$ cat config.mk
export PLATFORM = sky130hd
export DESIGN_NAME = usb_bus_ctrl
export DESIGN_NICKNAME = d
export VERILOG_FILES = /design/src/rtl/usb_utmi_pkg.sv /design/src/rtl/usb_line_timer.sv /design/src/rtl/usb_bus_ctrl.sv
export SDC_FILE = /design/constraint.sdc
export NUM_CORES = 1
export LEC_CHECK = 0
export CORE_ASPECT_RATIO = 0.75
export CORE_MARGIN = 2
export CORE_UTILIZATION = 55
export DETAILED_ROUTE_END_ITERATION = 10
export GPL_TIMING_DRIVEN = 0
export MAX_ROUTING_LAYER = met4
export PLACE_DENSITY_LB_ADDON = 0.3
export SYNTH_ARGS = -nofsm -noshare
export SYNTH_HDL_FRONTEND = slang
export SYNTH_SLANG_ARGS = --single-unit
$ cat constraint.sdc
create_clock -name clk -period 2.2 [get_ports clk]
set_clock_uncertainty 0.05 [all_clocks]
set_input_delay 0.33 -clock clk [delete_from_list [all_inputs] [get_ports clk]]
set_output_delay 0.33 -clock clk [all_outputs]
set_load 0.01 [all_outputs]
$ cat src/rtl/usb_utmi_pkg.sv
// Shared UTMI line-state and USB bus-state types plus 48 MHz bus timing constants.
package usb_utmi_pkg;

    typedef enum logic [1:0] {
        LS_SE0 = 2'b00,
        LS_J   = 2'b01,
        LS_K   = 2'b10,
        LS_SE1 = 2'b11
    } utmi_line_state_t;

    typedef enum logic [2:0] {
        ACTIVE_S  = 3'd0,
        RESET_S   = 3'd1,
        SUSPEND_S = 3'd2,
        RESUME_S  = 3'd3,
        WAKEUP_S  = 3'd4
    } usb_bus_state_t;

    localparam int unsigned USB_RESET_CYCLES_48M   = 120;
    localparam int unsigned USB_SUSPEND_CYCLES_48M = 144000;
    localparam int unsigned USB_RESUME_CYCLES_48M  = 48;
    localparam int unsigned USB_WAKEUP_CYCLES_48M  = 96000;

endpackage

$ cat src/rtl/usb_line_timer.sv
// Saturating run-length timer: hit is high once cond has held for CYCLES consecutive cycles.
module usb_line_timer #(
    parameter int unsigned CYCLES = 2
) (
    input  logic clk,
    input  logic rst,
    input  logic cond,
    input  logic clr,
    output logic hit
);

    localparam int unsigned CW = $clog2(CYCLES + 1);
    localparam logic [CW-1:0] HIT_VAL = CW'(CYCLES - 1);

    logic [CW-1:0] r_cnt;

    // Holds at the hit value instead of wrapping so a long condition keeps hitting.
    always_ff @(posedge clk or negedge rst) begin
        if (!rst) begin
            r_cnt <= '0;
        end else if (clr || !cond) begin
            r_cnt <= '0;
        end else if (r_cnt != HIT_VAL) begin
            r_cnt <= r_cnt + CW'(1);
        end
    end

    assign hit = cond && !clr && (r_cnt == HIT_VAL);

endmodule

$ cat src/rtl/usb_bus_ctrl.sv
// Full-speed USB bus-event controller: bus reset, suspend and resume detection.
// Remote wakeup (wakeup_req/drive_k, WAKEUP_S) is built only with USB_REMOTE_WAKEUP_EN.
module usb_bus_ctrl
    import usb_utmi_pkg::*;
#(
    parameter int unsigned RESET_CYCLES   = USB_RESET_CYCLES_48M,
    parameter int unsigned SUSPEND_CYCLES = USB_SUSPEND_CYCLES_48M,
    parameter int unsigned RESUME_CYCLES  = USB_RESUME_CYCLES_48M,
    parameter int unsigned WAKEUP_CYCLES  = USB_WAKEUP_CYCLES_48M
) (
    input  logic             clk,
    input  logic             rst,
    input  utmi_line_state_t line_state,
    input  logic             rx_active,
    input  logic             tx_active,
    output logic             suspend_m,
    output logic             usb_reset,
    output logic             suspended,
    output logic             resume_pulse,
    output usb_bus_state_t   bus_state
`ifdef USB_REMOTE_WAKEUP_EN
    ,
    input  logic             wakeup_req,
    output logic             drive_k
`endif
);

    usb_bus_state_t r_state;
    usb_bus_state_t w_next;
    logic           r_resume_pulse;
    logic           w_resume_set;
    logic           w_clr;
    logic           w_se0_hit;
    logic           w_idle_hit;
    logic           w_k_hit;

    // Leaving RESET_S starts every run from zero; RESET_S is only left on non-SE0.
    assign w_clr = (r_state == RESET_S);

    usb_line_timer #(.CYCLES(RESET_CYCLES)) u_se0_timer (
        .clk  (clk),
        .rst  (rst),
        .cond (line_state == LS_SE0),
        .clr  (w_clr),
        .hit  (w_se0_hit)
    );

    usb_line_timer #(.CYCLES(SUSPEND_CYCLES)) u_idle_timer (
        .clk  (clk),
        .rst  (rst),
        .cond ((line_state == LS_J) && !rx_active && !tx_active),
        .clr  (w_clr),
        .hit  (w_idle_hit)
    );

    usb_line_timer #(.CYCLES(RESUME_CYCLES)) u_k_timer (
        .clk  (clk),
        .rst  (rst),
        .cond (line_state == LS_K),
        .clr  (w_clr),
        .hit  (w_k_hit)
    );

`ifdef USB_REMOTE_WAKEUP_EN
    logic w_wake_hit;

    usb_line_timer #(.CYCLES(WAKEUP_CYCLES)) u_wake_timer (
        .clk  (clk),
        .rst  (rst),
        .cond (r_state == WAKEUP_S),
        .clr  (r_state != WAKEUP_S),
        .hit  (w_wake_hit)
    );

    assign drive_k = (r_state == WAKEUP_S);
`else
    logic w_unused_wakeup;
    assign w_unused_wakeup = ^32'(WAKEUP_CYCLES);
`endif

    always_ff @(posedge clk or negedge rst) begin
        if (!rst) begin
            r_state        <= ACTIVE_S;
            r_resume_pulse <= 1'b0;
        end else begin
            r_state        <= w_next;
            r_resume_pulse <= w_resume_set;
        end
    end

    always_comb begin
        w_next       = r_state;
        w_resume_set = 1'b0;
        case (r_state)
            ACTIVE_S: begin
                if (w_se0_hit)       w_next = RESET_S;
                else if (w_idle_hit) w_next = SUSPEND_S;
            end
            RESET_S: begin
                if (line_state != LS_SE0) w_next = ACTIVE_S;
            end
            SUSPEND_S: begin
                if (w_se0_hit)    w_next = RESET_S;
                else if (w_k_hit) w_next = RESUME_S;
`ifdef USB_REMOTE_WAKEUP_EN
                else if (wakeup_req) w_next = WAKEUP_S;
`endif
            end
            RESUME_S: begin
                if (w_se0_hit) begin
                    w_next = RESET_S;
                end else if (line_state == LS_J) begin
                    w_next       = ACTIVE_S;
                    w_resume_set = 1'b1;
                end
            end
            WAKEUP_S: begin
`ifdef USB_REMOTE_WAKEUP_EN
                if (w_wake_hit) w_next = RESUME_S;
`else
                w_next = ACTIVE_S;
`endif
            end
            default: w_next = ACTIVE_S;
        endcase
    end

    assign usb_reset    = (r_state == RESET_S);
    assign suspended    = (r_state == SUSPEND_S);
    assign suspend_m    = (r_state != SUSPEND_S);
    assign resume_pulse = r_resume_pulse;
    assign bus_state    = r_state;

endmodule

==> metrics, run 1 <==
Final Hold Fails=0; antenna-violating nets left=0; DRT iter0 DRCs=67; pin count of the biggest net entering global routing=35; most common cell after layout, fill and taps aside=dfrtp_1; register area share after synthesis=0.480; net count reported at finish=213; Cells after Synth=186; leakage=0.824 nW; area grow syn2layout=13.8%; placed inst area=1920 um2; CTS clock-pin slew for the worst setup and hold paths=0.07 ns; r2r worst-path depth=5; worst r2r dst=u_idle_timer.r_cnt[16]; Setup crit end kind=register; Detail Placement HPWL=2.55 mm; area leader, netlist=dfrtp_1; n_diodes=0; DR vias/cell=5.84; initial core utilization=0.591; Area contributors post-synth=dfrtp_1 (48%), nor2_1 (4.4%), xor2_1 (3.5%); crit-path cells=clkdlybuf4s50_1, or4b_2, nand2b_1, clkbuf_1, buf_2, a21oi_1; CTS tree=yes; port bufs=11; Slew headroom=0.507; flop2flop setup slack=0.10 ns; Synth Cell Area=1770 um2; Final setup viols=0; initial antenna violation count=0; Vias=1,419; max_cap viols=0; hold crit path type=in2async; CP startpoint=line_state[1]; Post-synth top flop=dfrtp_1; Post-synth ARST share=1.00; row cnt=17; WP data required=2.36 ns; Skew-Pair Late Insertion Delay=0.29 ns; critical path arrival=2.27 ns; GPL Wtd Cong=0.868; global route overflow=0; CP max FO=10; Largest stage delay, worst path=0.74 ns; height of the chip=53.2 um; EDFF count, synth=0; Setup Crit Path Kind=in2reg; Final Critical Period=2.11 ns; Ports=13; CTS Buf Count=5; GRT Overall Usage=0.235; Placeable Area=3000 um2; vias in the first global route=1,418; Non-Filler Instances=243; Yosys reg bits=34; status=finished, final reports clean; hold_buf cts=0; power per cell area=571 nW/um2; first-pass GRT wire length=6.30 mm; origin of the critical flop-to-flop path=u_idle_timer.r_cnt[7]; post-synthesis net count=195; depth of the CTS H-tree=2; Max Slew Vio Count=0; Setup crit start kind=input port; clock sinks=34; DRT Pass-1 Iters=4; Final period util=0.958; slowest cell on the critical path=or4b_2; post-synth top area share=0.480; final wirelength=3.56 mm; DRC Markers=0; Post-Place Cells=235; clk buf depth=2; VDD IR max=0.000485 V; full die area=3700 um2; DIE WIDTH=69.5 um; Worst Tran Pin Value=0.739 ns; CTS root buffer=clkbuf_8; fraction of layout cells with a size suffix above 1=0.0878; most frequent cells in the layout=dfrtp_1 (34), nor2_1 (21), nand2_1 (11), nand3_1 (11), clkdlybuf4s50_1 (10); Max Clk Rate=0.474 GHz; post-route cell area=2020 um2; Yosys warnings=0; RSZ-0062 raised after global routing=false; per-cell routed wire length=14.6 um; Synth Area per Inst=9.53 um2; Netlist cell types=43
-- cell usage after synthesis, types with 2 or more instances --
| cell type | n |
|---|---|
| or3_1 | 5 |
| o21ai_0 | 9 |
| nor2b_1 | 3 |
| inv_1 | 7 |
| xnor2_1 | 5 |
| and3_1 | 5 |
| a211oi_1 | 3 |
| nor3_1 | 9 |
| a31oi_1 | 3 |
| mux2i_1 | 2 |
| ha_1 | 3 |
| xor2_1 | 7 |
| a21oi_1 | 9 |
| or4_1 | 3 |
| dfrtp_1 | 34 |
| and4_1 | 2 |
| nand2b_1 | 3 |
| nand3_1 | 11 |
| or3_2 | 2 |
| o31ai_1 | 6 |
| nand2_1 | 11 |
| nor2_1 | 21 |
| clkbuf_1 | 3 |
-- what timing repair did --
item / CTS / global route
setup endpoints to repair: 0 / 10
buffers inserted: 0 / 0
resized for setup: 0 / 3
-- power breakdown --
part	total, mW	internal (mW)	switching [mW]
combinational	0.0444	0.0161	0.0283
clock	0.473	0.252	0.221
sequential	0.633	0.629	0.00422
total	1.15	0.897	0.254
-- worst max path at each step --
stage	depth (start not counted)	slack (ns)	endpoint
finish	6	0.09	u_idle_timer.r_cnt[6]
detailed placement	6	-0.28	u_idle_timer.r_cnt[6]
floorplan	5	0.27	u_idle_timer.r_cnt[16]
global route	6	0.003	u_idle_timer.r_cnt[6]
CTS	6	0.02	u_idle_timer.r_cnt[6]
global placement	6	-0.23	u_idle_timer.r_cnt[6]
-- registers in the layout, summed over array words and instances, names as in the netlist --
register            count
bus_state               2
resume_pulse            1
u_se0_timer.r_cnt       7
u_idle_timer.r_cnt     18
u_k_timer.r_cnt         6
-- area by class of cell --
type                            count  area [um2]
Clock inverter                      1        5.00
Fill cell                         236         982
Timing Repair Buffer               11         105
Multi-Input combinational cell    139         860
Clock buffer                        7        86.3
Buffer                              6        36.3
Tap cell                           38        47.5
Inverter                            7        26.3
Sequential cell                    34         851
-- worst max-delay path: cells and delay by family --
kind	cells	cell delay, ns
and+or+nand+nor	2	0.92
buffers and inverters	3	0.87
AOI/OAI and AO/OA	1	0.14
-- metal layers --
layer | track usage | part of all wire | vias up
met5 | - | 0 | -
met4 | 0.127 | 0.015 | 0
met3 | 0.0648 | 0.035 | 4
met2 | 0.375 | 0.45 | 21
met1 | 0.277 | 0.50 | 684
li1 | - | - | 710
-- through the flow --
step	worst slack, ns	hold slack, ns	power (mW)	setup TNS, ns	utilization
2_1_floorplan	0.269	-0.0156	0.663	0	-
3_3_place_gp	-0.232	0.474	0.689	-2.27	0.643
3_5_place_dp	-0.282	0.384	0.690	-2.76	0.642
4_1_cts	0.0237	0.0703	1.16	0	0.672
5_1_grt	0.00337	0.0987	1.19	0	0.673
6_report	0.0919	0.0387	1.15	0	0.673
-- cell families (layout without fill, tap and decap cells) --
kind of cell	Yosys count	count (layout)	share of synthesized area
other cells	1	1	0.00212
fa+ha+maj	3	3	0.0212
flops	34	34	0.480
xor+xnor	12	12	0.0593
simple gates	85	85	0.263
compound gates	36	36	0.128
buf+inv	13	32	0.0346
mux	2	2	0.0113
Note: power is estimated with default switching activity, not from simulation.
==> inputs of run 2 (changes only) <==
Settings changed: SLEW_MARGIN set to 0.
==> results of run 2 <==
Final layout, timing and power as in run 1 (identical DEF).
==> inputs of run 3 (changes only) <==
Settings changed: RECOVER_POWER set to 25, TNS_END_PERCENT set to 100.
==> metrics, run 3 (synthesis gave the netlist of run 1 again) <==
WP data required=2.36 ns (about the same); depth of the CTS H-tree=2 (unchanged); DR vias/cell=5.83 (-0.21%); fraction of layout cells with a size suffix above 1=0.0829 (-0.00488); DRT iter0 DRCs=54 (-19%); CTS tree=yes; full die area=3700 um2 (unchanged); per-cell routed wire length=14.6 um (about the same); power per cell area=570 nW/um2 (about the same); clock network fraction of design power=0.411 (about the same); pin count of the biggest net entering global routing=35 (unchanged); initial core utilization=0.591 (unchanged); DIE WIDTH=69.5 um (unchanged); vias in the first global route=1,418 (unchanged); port bufs=11 (unchanged); GRT Overall Usage=0.235 (unchanged); post-placement worst setup slack=-0.282 ns (unchanged); most common cell after layout, fill and taps aside=dfrtp_1; Top reg by flops=u_idle_timer.r_cnt; leakage=0.821 nW (-0.33%); net count reported at finish=213 (unchanged); Worst Tran Pin Value=1.78 ns (+1.04 ns); n_diodes=0 (unchanged); hold crit path type=in2async; antenna-violating nets left=0 (unchanged); RSZ-0062 raised after global routing=false; Reg power frac=0.551 (about the same); first-pass GRT wire length=6.30 mm (unchanged); Final Hold Fails=0 (unchanged); clock sinks=34 (unchanged); Final Util=0.672 (about the same); Setup crit start kind=input port; Seq. cell area=851 um2 (unchanged); Setup crit end kind=register; slowest cell on the critical path=or4b_2; crit-path cells=clkdlybuf4s50_1, or4b_2, nand2b_1, clkbuf_1, buf_2, a21oi_1; most frequent cells in the layout=dfrtp_1 (34), nor2_1 (21), nand2_1 (11), nand3_1 (11), clkdlybuf4s50_1 (10); Setup Crit Path Kind=in2reg; Slew headroom=-0.188 (-0.696); VDD IR max=0.000485 V (about the same); Vias=1,416 (-0.21%); Final Critical Period=2.11 ns (+0.00426 ns); GPL Wtd Cong=0.868 (unchanged); global route overflow=0 (unchanged); max reg flops=18 (unchanged); initial antenna violation count=0 (unchanged); Ports=13 (unchanged); DRT Pass-1 Iters=4 (unchanged); Largest regs=u_idle_timer.r_cnt x18, u_se0_timer.r_cnt x7, u_k_timer.r_cnt x6; Post-CTS Setup Inserts=0 (unchanged); final setup margin=0.0876 ns (-0.00426 ns); combinational power share=0.038 (about the same); worst path bufs/invs=3 (unchanged); clk buf depth=2 (unchanged); CP max FO=10 (unchanged); CTS Buf Count=5 (unchanged); Max Slew Vio Count=35 (+35); switch share=0.220 (-0.000662); Detail Placement HPWL=2.55 mm (unchanged); # fillers=237 (+0.42%); failing checks=capacitance limit, slew limit; DRC Markers=0 (unchanged); area grow syn2layout=13.8% (about the same); CTS root buffer=clkbuf_8; max_cap viols=1 (+1); Largest stage delay, worst path=0.74 ns (about the same); Int Pwr=897 uW (about the same); Final period util=0.960 (+0.00194); Max Clk Rate=0.473 GHz (-0.20%); Skew-Pair Late Insertion Delay=0.29 ns (about the same); CTS clock-pin slew for the worst setup and hold paths=0.07 ns (about the same); Psw=253 uW (-0.42%); area of the multi-input gates=860 um2 (unchanged); height of the chip=53.2 um (unchanged); final wirelength=3.56 mm (about the same); status=complete, but fails checks; Final setup viols=0 (unchanged); critical path arrival=2.27 ns (about the same); row cnt=17 (unchanged); critical path's top delay family=simple AND/OR/NAND/NOR gates; Placeable Area=3000 um2 (unchanged)
[run 3: cell types whose count changed in the layout (fill, tap and decap cells not counted), sizes merged]
cell	delta
buf	-1
clkbuf	+1
[run 3: layer usage]
layer	up-vias	track usage	part of all wire	routed length, um
met1	680	0.277	0.51	1830
met5	-	-	0	0
met4	0	0.127	0.014	48
met2	19	0.375	0.44	1580
met3	6	0.0648	0.029	102
li1	711	-	-	-
[run 3: final timing paths]
path	from	to	slack, ns	cells after the start
setup / recovery	line_state[1]	u_idle_timer.r_cnt[6]	0.09	6
hold / removal	rst	u_se0_timer.r_cnt[2]	0.45	1
setup reg to reg	u_idle_timer.r_cnt[7]	u_idle_timer.r_cnt[16]	0.11	5
hold reg to reg	u_se0_timer.r_cnt[6]	u_se0_timer.r_cnt[6]	0.50	2
max in group asynchronous	rst	u_idle_timer.r_cnt[10]	0.61	1
min in group clk	u_se0_timer.r_cnt[6]	u_se0_timer.r_cnt[6]	0.50	2
[run 3: area by class of cell]
class / count / area share
buffer: 6 / 0.0180
clock buffer: 7 / 0.0428
clock inverter: 1 / 0.00248
inverter: 7 / 0.0130
multi-input combinational: 139 / 0.426
sequential: 34 / 0.422
tap: 38 / 0.0236
timing repair buffer: 11 / 0.0515
[run 3: timing repair]
action / CTS / global route
hold buffers: 0 / 0
resized for setup: 0 / 3
endpoints found under the setup margin: 0 / 10
[run 3: worst register-to-register path, stage by stage, from the launching register on]
cell,delay [ns]
dfrtp_1,0.46
nand4_2,0.16
or3_1,0.40
buf_6,0.15
or4_1,0.50
a221oi_1,0.29
[run 3: per-stage QoR]
step | hold WS (ns) | instances | instance area (um2) | total power [mW] | setup TNS (ns)
after detailed placement | 0.384 | 235 | 1920 | 0.690 | -2.76
after floorplan | -0.0156 | 186 | 1770 | 0.663 | 0
final | 0.450 | 243 | 2020 | 1.15 | 0
after global routing | 0.536 | 243 | 2020 | 1.19 | 0
after global placement | 0.474 | 235 | 1930 | 0.689 | -2.27
after CTS | 0.0703 | 243 | 2020 | 1.16 | 0
[run 3: power by group through the flow]
stage	Combinational [mW]	Clock (mW)	Sequential, mW
after CTS	0.0450	0.482	0.633
after global routing	0.0499	0.510	0.634
after global placement	0.0440	0	0.644
after floorplan	0.0191	0	0.644
final	0.0441	0.472	0.633
after detailed placement	0.0448	0	0.645
